File: src/rtl/ip_sequencer_stack_if.sv
// Control bundle between the decode stage and the instruction-pointer sequencer.
// The decode side (master) issues commands and the sequencer (slave) returns fetch addresses and stack status.
interface ip_sequencer_stack_if #(
  parameter int ADDR_WIDTH  = 16,
  parameter int STACK_DEPTH = 4
) ();
  localparam int DW = $clog2(STACK_DEPTH + 1);

  logic                  iEnable;
  logic                  iBranchTaken;
  logic                  iCall;
  logic                  iReturn;
  logic [ADDR_WIDTH-1:0] iTarget;
  logic                  iClearErr;
  logic [ADDR_WIDTH-1:0] oIP;
  logic [ADDR_WIDTH-1:0] oNextIP;
  logic [DW-1:0]         oDepth;
  logic                  oEmpty;
  logic                  oFull;
  logic                  oOverflow;
  logic                  oUnderflow;

  modport master (
    output iEnable, iBranchTaken, iCall, iReturn, iTarget, iClearErr,
    input  oIP, oNextIP, oDepth, oEmpty, oFull, oOverflow, oUnderflow
  );

  modport slave (
    input  iEnable, iBranchTaken, iCall, iReturn, iTarget, iClearErr,
    output oIP, oNextIP, oDepth, oEmpty, oFull, oOverflow, oUnderflow
  );
endinterface

File: src/rtl/ip_sequencer_stack.sv
// Instruction-pointer sequencer with a circular return-address stack.
// oNextIP is the combinational fetch address; oIP is its registered copy.
module ip_sequencer_stack #(
  parameter int ADDR_WIDTH   = 16,
  parameter int STACK_DEPTH  = 4,
  parameter int WRAP_ON_FULL = 0
) (
  input logic                 Clock,
  input logic                 Reset,
  ip_sequencer_stack_if.slave bus
);
  localparam int DW = $clog2(STACK_DEPTH + 1);
  localparam int PW = (STACK_DEPTH > 1) ? $clog2(STACK_DEPTH) : 1;

  // Pointer wraps modulo STACK_DEPTH, which need not be a power of two.
  function automatic logic [PW-1:0] ptrInc(input logic [PW-1:0] p);
    ptrInc = (p == PW'(STACK_DEPTH - 1)) ? '0 : p + 1'b1;
  endfunction

  function automatic logic [PW-1:0] ptrDec(input logic [PW-1:0] p);
    ptrDec = (p == '0) ? PW'(STACK_DEPTH - 1) : p - 1'b1;
  endfunction

  // Registered state (control, reset) and return-address storage (no reset).
  logic [ADDR_WIDTH-1:0] ip_p0;
  logic [DW-1:0]         depth_p0;
  logic [PW-1:0]         ptr_p0;       // next free slot; top is ptr_p0-1
  logic                  overflow_p0;
  logic                  underflow_p0;
  logic [ADDR_WIDTH-1:0] stackMem [STACK_DEPTH];

  logic [ADDR_WIDTH-1:0] nextIP;
  logic [ADDR_WIDTH-1:0] seqIP;
  logic [ADDR_WIDTH-1:0] topEntry;
  logic [DW-1:0]         nextDepth;
  logic [PW-1:0]         nextPtr;
  logic                  push;
  logic                  setOverflow;
  logic                  setUnderflow;
  logic                  isEmpty;
  logic                  isFull;

  assign seqIP    = ip_p0 + 1'b1;
  assign topEntry = stackMem[ptrDec(ptr_p0)];
  assign isEmpty  = (depth_p0 == '0);
  assign isFull   = (depth_p0 == DW'(STACK_DEPTH));

  // Command decode: RET beats CALL beats branch beats sequential advance.
  always_comb begin
    nextIP       = ip_p0;
    nextDepth    = depth_p0;
    nextPtr      = ptr_p0;
    push         = 1'b0;
    setOverflow  = 1'b0;
    setUnderflow = 1'b0;
    if (bus.iEnable) begin
      if (bus.iReturn) begin
        if (!isEmpty) begin
          nextIP    = topEntry;
          nextDepth = depth_p0 - 1'b1;
          nextPtr   = ptrDec(ptr_p0);
        end else begin
          nextIP       = seqIP;
          setUnderflow = 1'b1;
        end
      end else if (bus.iCall) begin
        nextIP = bus.iTarget;
        if (!isFull) begin
          push      = 1'b1;
          nextDepth = depth_p0 + 1'b1;
          nextPtr   = ptrInc(ptr_p0);
        end else begin
          setOverflow = 1'b1;
          // In circular mode the slot at the pointer holds the oldest entry.
          if (WRAP_ON_FULL != 0) begin
            push    = 1'b1;
            nextPtr = ptrInc(ptr_p0);
          end
        end
      end else if (bus.iBranchTaken) begin
        nextIP = bus.iTarget;
      end else begin
        nextIP = seqIP;
      end
    end
  end

  // Control state: IP, depth, pointer and sticky flags (set wins over clear).
  always_ff @(posedge Clock) begin
    if (Reset) begin
      ip_p0        <= '0;
      depth_p0     <= '0;
      ptr_p0       <= '0;
      overflow_p0  <= 1'b0;
      underflow_p0 <= 1'b0;
    end else begin
      ip_p0        <= nextIP;
      depth_p0     <= nextDepth;
      ptr_p0       <= nextPtr;
      overflow_p0  <= setOverflow  | (overflow_p0  & ~bus.iClearErr);
      underflow_p0 <= setUnderflow | (underflow_p0 & ~bus.iClearErr);
    end
  end

  // Return-address write; the stored value is the address after the CALL.
  always_ff @(posedge Clock) begin
    if (push) begin
      stackMem[ptr_p0] <= seqIP;
    end
  end

  assign bus.oIP        = ip_p0;
  assign bus.oNextIP    = nextIP;
  assign bus.oDepth     = depth_p0;
  assign bus.oEmpty     = isEmpty;
  assign bus.oFull      = isFull;
  assign bus.oOverflow  = overflow_p0;
  assign bus.oUnderflow = underflow_p0;
endmodule

File: src/flat_wrapper.sv
// flat-port wrapper written by rule: the top's interface ports become plain ports
module ip_sequencer_stack_flat 
#(
  parameter int ADDR_WIDTH   = 16,
  parameter int STACK_DEPTH  = 4,
  parameter int WRAP_ON_FULL = 0
)
  (Clock, Reset, bus_iEnable, bus_iBranchTaken, bus_iCall, bus_iReturn, bus_iTarget, bus_iClearErr, bus_oIP, bus_oNextIP, bus_oDepth, bus_oEmpty, bus_oFull, bus_oOverflow, bus_oUnderflow);
  ip_sequencer_stack_if #(.ADDR_WIDTH(ADDR_WIDTH), .STACK_DEPTH(STACK_DEPTH)) bus_i ();
  input logic Clock;
  input logic Reset;
  input wire logic [$bits(bus_i.iEnable)-1:0] bus_iEnable;
  input wire logic [$bits(bus_i.iBranchTaken)-1:0] bus_iBranchTaken;
  input wire logic [$bits(bus_i.iCall)-1:0] bus_iCall;
  input wire logic [$bits(bus_i.iReturn)-1:0] bus_iReturn;
  input wire logic [$bits(bus_i.iTarget)-1:0] bus_iTarget;
  input wire logic [$bits(bus_i.iClearErr)-1:0] bus_iClearErr;
  output wire logic [$bits(bus_i.oIP)-1:0] bus_oIP;
  output wire logic [$bits(bus_i.oNextIP)-1:0] bus_oNextIP;
  output wire logic [$bits(bus_i.oDepth)-1:0] bus_oDepth;
  output wire logic [$bits(bus_i.oEmpty)-1:0] bus_oEmpty;
  output wire logic [$bits(bus_i.oFull)-1:0] bus_oFull;
  output wire logic [$bits(bus_i.oOverflow)-1:0] bus_oOverflow;
  output wire logic [$bits(bus_i.oUnderflow)-1:0] bus_oUnderflow;
  assign bus_i.iEnable = bus_iEnable;
  assign bus_i.iBranchTaken = bus_iBranchTaken;
  assign bus_i.iCall = bus_iCall;
  assign bus_i.iReturn = bus_iReturn;
  assign bus_i.iTarget = bus_iTarget;
  assign bus_i.iClearErr = bus_iClearErr;
  assign bus_oIP = bus_i.oIP;
  assign bus_oNextIP = bus_i.oNextIP;
  assign bus_oDepth = bus_i.oDepth;
  assign bus_oEmpty = bus_i.oEmpty;
  assign bus_oFull = bus_i.oFull;
  assign bus_oOverflow = bus_i.oOverflow;
  assign bus_oUnderflow = bus_i.oUnderflow;
  ip_sequencer_stack #(.ADDR_WIDTH(ADDR_WIDTH), .STACK_DEPTH(STACK_DEPTH), .WRAP_ON_FULL(WRAP_ON_FULL)) u_core (.Clock(Clock), .Reset(Reset), .bus(bus_i));
endmodule
File: config.mk
export PLATFORM = sky130hd
export DESIGN_NAME = ip_sequencer_stack_flat
export DESIGN_NICKNAME = d
export VERILOG_FILES = /design/src/rtl/ip_sequencer_stack_if.sv /design/src/rtl/ip_sequencer_stack.sv /design/src/flat_wrapper.sv
export SDC_FILE = /design/constraint.sdc
export NUM_CORES = 1
export LEC_CHECK = 0
export ABC_AREA = 1
export CAP_MARGIN = 20
export CORE_AREA = 5 5 104 106
export CTS_CLUSTER_DIAMETER = 120
export DETAILED_ROUTE_END_ITERATION = 7
export DIE_AREA = 0 0 109 111
export PLACE_DENSITY = 0.66
export SETUP_SLACK_MARGIN = 0.5
export SKIP_LAST_GASP = 1
export SYNTH_ARGS = -nofsm -noshare
export SYNTH_HDL_FRONTEND = slang
export SYNTH_SLANG_ARGS = --single-unit
File: constraint.sdc
create_clock -name Clock -period 2.55 [get_ports Clock]
set_input_delay 0.6375 -clock Clock [delete_from_list [all_inputs] [get_ports Clock]]
set_output_delay 0.6375 -clock Clock [all_outputs]
set_load 0.05 [all_outputs]
==> results.py, run 1 <==
metrics = {
    "outcome": {
        "outcome": "finished, violations left",
        "violations": "setup timing",
    },
    "finish": {
        "synthToLayoutAreaGrowth_pct": 52.7,
        "fin_nets": 708,
        "layout-drive-gt1-share": 0.379,
        "fill_cells": 727,
        "final_util": 0.708,
        "diodes": 0,
    },
    "clock_tree": {
        "clkTransAtPathRegs_ns": 0.09,
        "ctsHoldBuffers": 0,
        "clk_latency_ns": 0.37,
        "cts_inserted_buffers": 9,
        "cts.sinks": 87,
        "htreeDepth": 3,
        "cts_buffer_depth": 2,
        "cts_root_buf": "clkbuf_8",
        "cts_tree": "yes",
    },
    "placed_design": {
        "gp_congestion": 0.897,
        "dp.final_hpwl_um": 9110,
        "port_buffers": 61,
        "dp_slack_ns": -0.288,
    },
    "setup_path": {
        "max_stage_delay_ns": 0.36,
        "cp_slowest_cell": "dfxtp_2",
        "crit_fanout": 8,
        "path_cells": "inv_4, ha_4, inv_8, nand2_8, inv_12, nand2_1, nand3_1, nand3_2, nand3_1, nand3_1, nand2_2, clkinvlp_4, buf_12",
        "r2r-start": "u_core.ptr_p0[0]",
        "critPathCaptureType": "primary output",
        "critPathArrivalTime_ns": 2.07,
        "path_class": "flip-flop to primary output",
        "cp_common_cell": "nand3_1",
        "startpoint": "u_core.ptr_p0[0]",
        "startpoint_type": "flip-flop",
        "cp.required_ns": 1.91,
    },
    "synthesis": {
        "synth_top_area_share": 0.428,
        "synth_area_per_cell_um2": 8.33,
        "async_flop_share": 0,
        "synth_common_cells": "111 x nand2_1, 87 x inv_1, 71 x nand3_1",
        "synth_warnings": 0,
        "synthFlopType": "edfxtp_1",
        "yosys_register_bits": 87,
        "ys_seq_area_frac": 0.530,
        "yosysMostFrequentCell": "nand2_1",
        "ys_top_cells_by_area": "edfxtp_1 43%, dfxtp_1 10%, nand2_1 9.3%",
        "syn_inst": 539,
        "synthesis.area_um2": 4490,
        "ys_types": 36,
        "synthesis.nets": 568,
        "synth_edf_count": 64,
        "yosys.area.top_type": "edfxtp_1",
    },
    "routing": {
        "via_count": 4206,
        "postRouteWirelength_um": 13800,
        "drc": 0,
        "via_per_inst": 5.15,
        "first_pass_iters": 4,
        "postRouteAntennaNets": 0,
        "drt_iter0_markers": 263,
        "wl_per_cell_um": 16.9,
    },
    "pwr": {
        "p_clk_frac": 0.243,
        "vdd_drop_max_mv": 0.373,
        "switchingPower_mw": 1.58,
        "pwr-share-seq": 0.372,
        "leakagePower_nw": 2.90,
        "p_int_mw": 2.86,
        "combinationalPowerShare": 0.385,
        "switching_share": 0.356,
        "cellPowerDensity_nw_per_um2": 648,
    },
    "hold_path": {
        "worstHoldStart": "u_core.bus.oUnderflow",
        "hp-class": "flip-flop to flip-flop",
    },
    "global_route": {
        "grt_usage": 0.244,
        "antenna_found_initial": 0,
        "grt.overflow.total": 0,
        "first_global_vias": 4336,
        "grt_pass1_wl_um": 22800,
        "grt_max_degree": 22,
    },
    "floorplan": {
        "io-pin-count": 62,
        "die_w_um": 109,
        "die_h_um": 111,
        "die_area_um2": 12100,
        "start_util": 0.464,
        "placementRows": 36,
        "core_area_um2": 9680,
    },
    "sta": {
        "rsz0062_at_grt": "yes",
        "max_freq_ghz": 0.370,
        "finalCriticalPeriod_ns": 2.70,
        "worst_pin_slew_ns": 0.561,
        "drv_slew": 0,
        "layout_setup_ws_ns": -0.153,
        "setup_viol": 15,
        "skew_ns": 0.00723,
        "slew_headroom": 0.625,
        "finalHoldViolCount": 0,
        "finalCritPeriodShare": 1.06,
    },
    "run": {
        "maxCapViolCount": 0,
    },
}
## through the flow
step | instance area, um^2 | setup TNS (ns) | total power, mW | hold WS, ns | std cells
floorplan | 4800 | 0 | 2.53 | 0.545 | 539
global route | 6860 | -3.06 | 4.64 | 0.519 | 817
CTS | 6640 | -1.56 | 4.37 | 0.478 | 808
global placement | 5810 | -3.65 | 2.99 | 0.457 | 749
finish | 6860 | -1.45 | 4.44 | 0.474 | 817
detailed placement | 5810 | -5.86 | 3.01 | 0.464 | 749
## sequential cells by signal, summed over array words and instances, names as in the netlist
register,cells
u_core.ptr_p0,2
u_core.bus.oIP,16
u_core.stackMem,64
u_core.bus.oUnderflow,1
u_core.bus.oDepth,3
u_core.bus.oOverflow,1
## cells in the final DEF, fill, tap and decap left out, drive strengths merged, types with 2 or more instances in the layout
cell type      synthesis  final
clkdlybuf4s15          0      5
buf                   17    100
bufinv                 0      2
inv                   88     80
dfxtp                 23     23
nor2                  75     75
nand3b                 4      4
a21oi                 14     14
o22ai                  4      4
xor2                   4      4
nand4                  6      6
clkinv                 2      5
edfxtp                64     64
clkinvlp               0     13
xnor2                  4      4
nand3                 72     72
ha                     5      5
a32oi                  3      3
o211ai                 5      5
a22oi                  3      3
clkbuf                 3     11
nand2                114    117
dlygate4sd2            0     18
o21ai                 24     24
clkdlybuf4s50          0     18
## final cells by class
| class | count | area (um^2) | area share |
|---|---|---|---|
| Clock inverter | 7 | 97.6 | 0.0142 |
| Multi-Input combinational cell | 345 | 2170 | 0.316 |
| Timing Repair inverter | 3 | 28.8 | 0.00420 |
| Sequential cell | 87 | 2430 | 0.354 |
| Tap cell | 133 | 166 | 0.0243 |
| Timing Repair Buffer | 143 | 1430 | 0.209 |
| Clock buffer | 9 | 124 | 0.0181 |
| Inverter | 90 | 414 | 0.0604 |
## worst paths after layout
| path | endpoint | slack, ns | cells past startpoint |
|---|---|---|---|
| setup / recovery | bus_oNextIP[12] | -0.15 | 13 |
| hold / removal | u_core.bus.oUnderflow | 0.47 | 2 |
| setup reg to reg | u_core.bus.oIP[15] | 0.75 | 14 |
| hold reg to reg | u_core.bus.oUnderflow | 0.47 | 2 |
## power groups by stage
| stage | registers (mW) | clock network (mW) | logic, mW |
|---|---|---|---|
| global placement | 1.69 | 0 | 1.31 |
| CTS | 1.65 | 1.09 | 1.62 |
| finish | 1.66 | 1.08 | 1.71 |
| detailed placement | 1.69 | 0 | 1.33 |
| global route | 1.66 | 1.16 | 1.82 |
| floorplan | 1.79 | 0 | 0.747 |
## critical path: cells and delay by family (launching register included)
family        cells  cell delay [ns]
flops             1             0.36
buf+inv           5             0.51
simple gates      7             0.64
fa+ha+maj         1             0.18
## layer usage
metal  global-route usage  part of all wire  vias up
li1                     -                 -     2056
met1                0.346              0.45     2007
met2                0.373              0.48      128
met3               0.0594             0.057       15
met4               0.0623             0.013        0
met5                    0                 0        -
## cells by family after synthesis
group	synth area share
and+or+nand+nor	0.265
buffers and inverters	0.0994
DFF	0.530
AOI/OAI and AO/OA	0.0716
xor gates and xnor gates	0.0156
adders and majority gates	0.0184
## what timing repair did
action / CTS / global route
cloned: 8 / 1
pin swaps: 41 / 25
setup endpoints to repair: 103 / 44
gates resized for setup: 115 / 50
setup buffers: 35 / 8
Power figures use the tool's default switching activity.
==> inputs of run 2 (changes only) <==
--- a/config.mk
+++ b/config.mk
@@ -7,10 +7,10 @@
 export LEC_CHECK = 0
 export ABC_AREA = 1
 export CAP_MARGIN = 20
-export CORE_AREA = 5 5 104 106
+export CORE_AREA = 2 2 101 103
 export CTS_CLUSTER_DIAMETER = 120
 export DETAILED_ROUTE_END_ITERATION = 7
-export DIE_AREA = 0 0 109 111
+export DIE_AREA = 0 0 103 105
 export PLACE_DENSITY = 0.66
 export SETUP_SLACK_MARGIN = 0.5
 export SKIP_LAST_GASP = 1
==> run 2 against run 1 <==
The run still ends with setup timing left. Combinational power about the same. Clock power fell by 6%. Fmax increased by 1.4%. Via count down 1.1%. Count of clock-buffer cells in the layout up 1. Design area fell by 0.78%. Wire length hardly changed. Largest cell class unchanged.
==> results.py, run 2 (same netlist as run 1, synthesis figures left out) <==
metrics = {
    "sta": {
        "setup_viol": 16,
        "slew_headroom": 0.619,
        "finalHoldViolCount": 0,
        "worst_pin_slew_ns": 0.569,
        "layout_setup_ws_ns": -0.114,
        "drv_slew": 0,
        "hold_ws_ns": 0.484,
        "max_freq_ghz": 0.375,
        "final.setup.tns_ns": -1.28,
        "finalCritPeriodShare": 1.04,
        "rsz0062_at_grt": "yes",
        "skew_ns": 0.0118,
        "finalCriticalPeriod_ns": 2.66,
    },
    "finish": {
        "synthToLayoutAreaGrowth_pct": 51.5,
        "diodes": 0,
        "fill_cells": 744,
        "multi_input_area_um2": 2150,
        "fin_nets": 701,
        "largest_reg_flops": 64,
        "layout.cells.non_filler": 810,
        "layout-drive-gt1-share": 0.366,
        "layout_commonest_cell": "nand2_1",
        "top_register": "u_core.stackMem",
        "layout_common_cells": "87 x nand2_1, 67 x inv_1, 64 x edfxtp_1, 58 x nor2_1, 58 x buf_4",
        "ff_latch_area_um2": 2420,
    },
    "routing": {
        "via_count": 4160,
        "wl_per_cell_um": 17.1,
        "drc": 0,
        "first_pass_iters": 5,
        "via_per_inst": 5.14,
        "postRouteAntennaNets": 0,
        "drt_iter0_markers": 219,
        "postRouteWirelength_um": 13800,
    },
    "pwr": {
        "cellPowerDensity_nw_per_um2": 639,
        "switchingPower_mw": 1.57,
        "combinationalPowerShare": 0.387,
        "p_clk_frac": 0.232,
        "vdd_drop_max_mv": 0.386,
        "pwr-share-seq": 0.380,
        "p_total_mw": 4.35,
        "switching_share": 0.362,
        "p_int_mw": 2.78,
        "leakagePower_nw": 2.90,
    },
    "setup_path": {
        "critPathArrivalTime_ns": 2.03,
        "r2r-start": "u_core.ptr_p0[1]",
        "critPathCaptureType": "primary output",
        "startpoint": "u_core.ptr_p0[1]",
        "cp.required_ns": 1.91,
        "path_cells": "inv_2, ha_4, inv_8, nand2_8, inv_8, nor2_2, nor2_1, o21ai_1, nand3_1, nand3_1, nand2_1, nand2_2, clkinvlp_4, buf_12",
        "cp_slowest_cell": "dfxtp_2",
        "path_class": "flip-flop to primary output",
        "crit_fanout": 7,
        "startpoint_type": "flip-flop",
        "max_stage_delay_ns": 0.34,
    },
    "placed_design": {
        "port_buffers": 61,
        "dp.final_hpwl_um": 9050,
        "gp_congestion": 0.917,
        "place_inst": 747,
    },
    "hold_path": {
        "worstHoldStart": "u_core.bus.oUnderflow",
        "hp-class": "flip-flop to flip-flop",
    },
    "clock_tree": {
        "htreeDepth": 3,
        "clk_latency_ns": 0.37,
        "clkTransAtPathRegs_ns": 0.09,
        "cts_root_buf": "clkbuf_8",
        "cts_inserted_buffers": 9,
        "cts_tree": "yes",
        "ctsHoldBuffers": 0,
        "cts.sinks": 87,
        "cts_buffer_depth": 2,
    },
    "floorplan": {
        "io-pin-count": 62,
        "placementRows": 36,
        "core_area_um2": 9640,
        "die_h_um": 105,
        "start_util": 0.466,
        "die_w_um": 103,
        "die_area_um2": 10800,
    },
    "global_route": {
        "grt.overflow.total": 0,
        "antenna_found_initial": 0,
        "grt_usage": 0.267,
        "grt_pass1_wl_um": 21700,
        "first_global_vias": 4145,
        "grt_max_degree": 21,
    },
    "outcome": {
        "violations": "setup timing",
        "outcome": "finished, violations left",
    },
    "run": {
        "maxCapViolCount": 0,
    },
}
==> run 2: final timing paths <==
kind                      endpoint  cells past startpoint  slack, ns
min          u_core.bus.oUnderflow                      2       0.48
max                 bus_oNextIP[7]                     14      -0.11
min reg2reg  u_core.bus.oUnderflow                      2       0.48
max reg2reg      u_core.bus.oIP[2]                     11       0.78
==> run 2: layout make-up <==
cell class | instances | area share
clock buffers | 10 | 0.0202
well taps | 133 | 0.0245
multi-input cells | 345 | 0.317
clock inverters | 6 | 0.00993
flip-flops and latches | 87 | 0.356
repair inverters | 3 | 0.00349
inverters | 90 | 0.0605
repair buffers | 136 | 0.208
==> run 2: per-layer routing <==
| metal | routed length, um | track usage |
|---|---|---|
| met5 | 0 | 0 |
| met4 | 297 | 0.0893 |
| met3 | 863 | 0.0522 |
| met2 | 6500 | 0.408 |
| met1 | 6180 | 0.377 |
==> run 2: power groups by stage <==
stage | registers (mW) | logic (mW) | clock network (mW)
2_1_floorplan | 1.79 | 0.747 | 0
3_5_place_dp | 1.69 | 1.34 | 0
5_1_grt | 1.66 | 1.79 | 1.07
6_report | 1.66 | 1.68 | 1.01
4_1_cts | 1.65 | 1.59 | 1.02
3_3_place_gp | 1.68 | 1.32 | 0
==> run 2: through the flow <==
| stage | instance area, um^2 | setup WS, ns | util |
|---|---|---|---|
| 4_1_cts | 6640 | -0.114 | 0.688 |
| 3_3_place_gp | 5850 | -0.319 | 0.607 |
| 6_report | 6800 | -0.114 | 0.706 |
| 5_1_grt | 6800 | -0.240 | 0.706 |
| 3_5_place_dp | 5850 | -0.348 | 0.607 |
| 2_1_floorplan | 4800 | 0.268 | - |
==> run 2: critical path: cells and delay by family (launching register included) <==
family	cells	cell delay, ns
adders and majority gates	1	0.19
AOI/OAI and AO/OA	1	0.06
DFF	1	0.34
and+or+nand+nor	7	0.60
buffers and inverters	5	0.45
==> run 2: timing repair <==
action	in CTS	in global routing
endpoints found under the setup margin	106	37
cloned	7	1
resized for setup	112	31
pin swaps	52	17
endpoints found under the hold margin	0	0
buffers inserted	33	6
==> inputs of run 3 (changes only) <==
--- a/config.mk
+++ b/config.mk
@@ -7,11 +7,11 @@
 export LEC_CHECK = 0
 export ABC_AREA = 1
 export CAP_MARGIN = 20
-export CORE_AREA = 2 2 101 103
+export CORE_AREA = 2 2 109 111
 export CTS_CLUSTER_DIAMETER = 120
 export DETAILED_ROUTE_END_ITERATION = 7
-export DIE_AREA = 0 0 103 105
-export PLACE_DENSITY = 0.66
+export DIE_AREA = 0 0 111 113
+export PLACE_DENSITY = 0.58
 export SETUP_SLACK_MARGIN = 0.5
 export SKIP_LAST_GASP = 1
 export SYNTH_ARGS = -nofsm -noshare
==> constraint.sdc (replaced) <==
create_clock -name Clock -period 2.55 [get_ports Clock]
set_input_delay 0.6375 -clock Clock [delete_from_list [all_inputs] [get_ports Clock]]
set_output_delay 0.6375 -clock Clock [all_outputs]
set_load 0.01 [all_outputs]
==> run 3 against run 2 <==
The run still ends with setup timing left. Global-route usage decreased by 3.5 points. Wire length rose by 5.5%. Combinational power down 9.5%. Clock power up 24%. Design area increased by 5.7%. Cell count up 9.3%. Non-clock buffer count up 69. Sequential share of layout area shrank 2.3 points. First-iteration DRC count unchanged. Utilization is 6.8 points lower. Count of clock-buffer cells in the layout shrank 1.
==> results.py, run 3 (same netlist as run 1, synthesis figures left out) <==
metrics = {
    "clock_tree": {
        "clkTransAtPathRegs_ns": 0.07,
        "cts_tree": "yes",
        "ctsHoldBuffers": 0,
        "clk_latency_ns": 0.34,
        "cts_buffer_depth": 2,
        "cts_inserted_buffers": 9,
        "cts_root_buf": "clkbuf_16",
        "cts.sinks": 87,
        "htreeDepth": 3,
    },
    "outcome": {
        "violations": "setup timing",
        "outcome": "finished, violations left",
    },
    "run": {
        "maxCapViolCount": 0,
    },
    "global_route": {
        "grt_pass1_wl_um": 22600,
        "grt_usage": 0.231,
        "grt.overflow.total": 0,
        "antenna_found_initial": 0,
        "grt_max_degree": 21,
        "first_global_vias": 4404,
    },
    "sta": {
        "setup_viol": 17,
        "slew_headroom": 0.662,
        "worst_pin_slew_ns": 0.504,
        "skew_ns": 0.00684,
        "layout_setup_ws_ns": -0.119,
        "finalCritPeriodShare": 1.05,
        "rsz0062_at_grt": "yes",
        "final.setup.tns_ns": -1.06,
        "finalCriticalPeriod_ns": 2.67,
        "drv_slew": 0,
        "finalHoldViolCount": 0,
        "max_freq_ghz": 0.375,
    },
    "routing": {
        "via_per_inst": 5.01,
        "drt_iter0_markers": 219,
        "wl_met1_um": 6220,
        "via_count": 4431,
        "first_pass_iters": 5,
        "dr_wl_met2_um": 7210,
        "wl_per_cell_um": 16.5,
        "wl_met3_um": 842,
        "postRouteWirelength_um": 14600,
        "drc": 0,
        "postRouteAntennaNets": 0,
        "top_layer": "met4",
    },
    "setup_path": {
        "cp.required_ns": 1.91,
        "critPathCaptureType": "primary output",
        "startpoint_type": "flip-flop",
        "critPathArrivalTime_ns": 2.03,
        "path_class": "flip-flop to primary output",
        "crit_end": "bus_oNextIP[1]",
        "r2r-end": "u_core.bus.oIP[13]",
        "startpoint": "u_core.ptr_p0[1]",
        "crit_fanout": 7,
        "rr_worst_depth": 24,
        "r2r-start": "u_core.ptr_p0[1]",
        "reg2reg_slack_ns": -0.10,
    },
    "finish": {
        "diodes": 0,
        "multi_input_area_um2": 2070,
        "final_util": 0.638,
        "synthToLayoutAreaGrowth_pct": 60.1,
        "fin_nets": 766,
        "largest_reg_flops": 64,
        "layout_commonest_cell": "buf_4",
        "fill_cells": 908,
        "layout_common_cells": "108 x buf_4, 85 x nand2_1, 68 x inv_1, 64 x edfxtp_1, 61 x nor2_1",
        "top_register": "u_core.stackMem",
        "layout-drive-gt1-share": 0.400,
        "ff_latch_area_um2": 2400,
    },
    "floorplan": {
        "io-pin-count": 62,
        "die_h_um": 113,
        "die_w_um": 111,
        "core_area_um2": 11300,
        "placementRows": 39,
        "die_area_um2": 12500,
        "start_util": 0.398,
    },
    "placed_design": {
        "port_buffers": 61,
        "dp.final_hpwl_um": 8970,
        "gp_congestion": 0.872,
        "dp_slack_ns": -0.554,
    },
    "pwr": {
        "p_total_mw": 4.42,
        "cellPowerDensity_nw_per_um2": 614,
        "vdd_drop_max_mv": 0.307,
        "leakagePower_nw": 3.21,
    },
    "hold_path": {
        "hp-class": "flip-flop to flip-flop",
    },
}
==> run 3: cell types whose count changed in the layout (fill, tap and decap cells not counted), moves of 5 or more <==
cell             before  now
buf_4                58  108
buf_6                13   40
dlygate4sd2_1        24    2
clkdlybuf4s50_1      18   36
buf_12               19    4
clkinvlp_4           13    1
inv_2                 5   16
clkbuf_8             10    0
dfxtp_1               3   13
clkbuf_16             1    9
dfxtp_2              13    8
dfxtp_4               7    2
==> run 3: power breakdown <==
part / switching (mW) / total, mW / internal, mW / leakage [nW]
Combinational: 0.764 / 1.52 / 0.758 / 2.30
Clock: 0.579 / 1.25 / 0.669 / 0.134
Sequential: 0.0485 / 1.65 / 1.60 / 0.781
==> run 3: timing repair <==
item                       in CTS  in global routing
pin swaps                      48                 42
gates resized for setup       168                 71
setup endpoints to repair      83                 34
setup buffers                  59                  7
gates cloned                    5                  0
==> run 3: per-stage QoR <==
stage               instance area, um^2  instances  hold WS (ns)
global placement                   5820        798         0.461
finish                             7190        885         0.468
detailed placement                 5820        798         0.456
CTS                                6890        878         0.466
floorplan                          4580        539         0.481
global route                       7190        885         0.495
==> run 3: final cells by class <==
class	instances	share of cell area
Clock buffer	9	0.0313
Clock inverter	7	0.00766
Inverter	90	0.0505
Multi-Input combinational cell	342	0.288
Sequential cell	87	0.334
Tap cell	143	0.0249
Timing Repair Buffer	205	0.261
Timing Repair inverter	2	0.00278
==> run 3: worst min-delay path by stage <==
| stage | start | end | slack [ns] | depth (start not counted) |
|---|---|---|---|---|
| 6_report | u_core.bus.oUnderflow | u_core.bus.oUnderflow | 0.47 | 2 |
| 5_1_grt | u_core.bus.oUnderflow | u_core.bus.oUnderflow | 0.50 | 2 |
| 4_1_cts | u_core.bus.oUnderflow | u_core.bus.oUnderflow | 0.47 | 2 |
| 3_5_place_dp | u_core.bus.oUnderflow | u_core.bus.oUnderflow | 0.46 | 2 |
| 3_3_place_gp | u_core.bus.oUnderflow | u_core.bus.oUnderflow | 0.46 | 2 |
| 2_1_floorplan | u_core.bus.oUnderflow | u_core.bus.oUnderflow | 0.48 | 2 |
==> run 3: per-layer routing <==
layer | track usage | vias up
met2 | 0.385 | 170
li1 | - | 2157
met3 | 0.0343 | 28
met4 | 0.109 | 0
met5 | 0 | -
met1 | 0.300 | 2076
==> run 3: worst max-delay path, cell delays in order (launching register included) <==
cell and delay (ns):
dfxtp_2 0.34, inv_2 0.05, ha_4 0.16, inv_4 0.07
nand2_8 0.08, buf_6 0.13, buf_6 0.11, buf_16 0.14
buf_4 0.14, o21ai_4 0.05, o22ai_2 0.10, nand2_2 0.09
nand3_2 0.09, buf_6 0.14
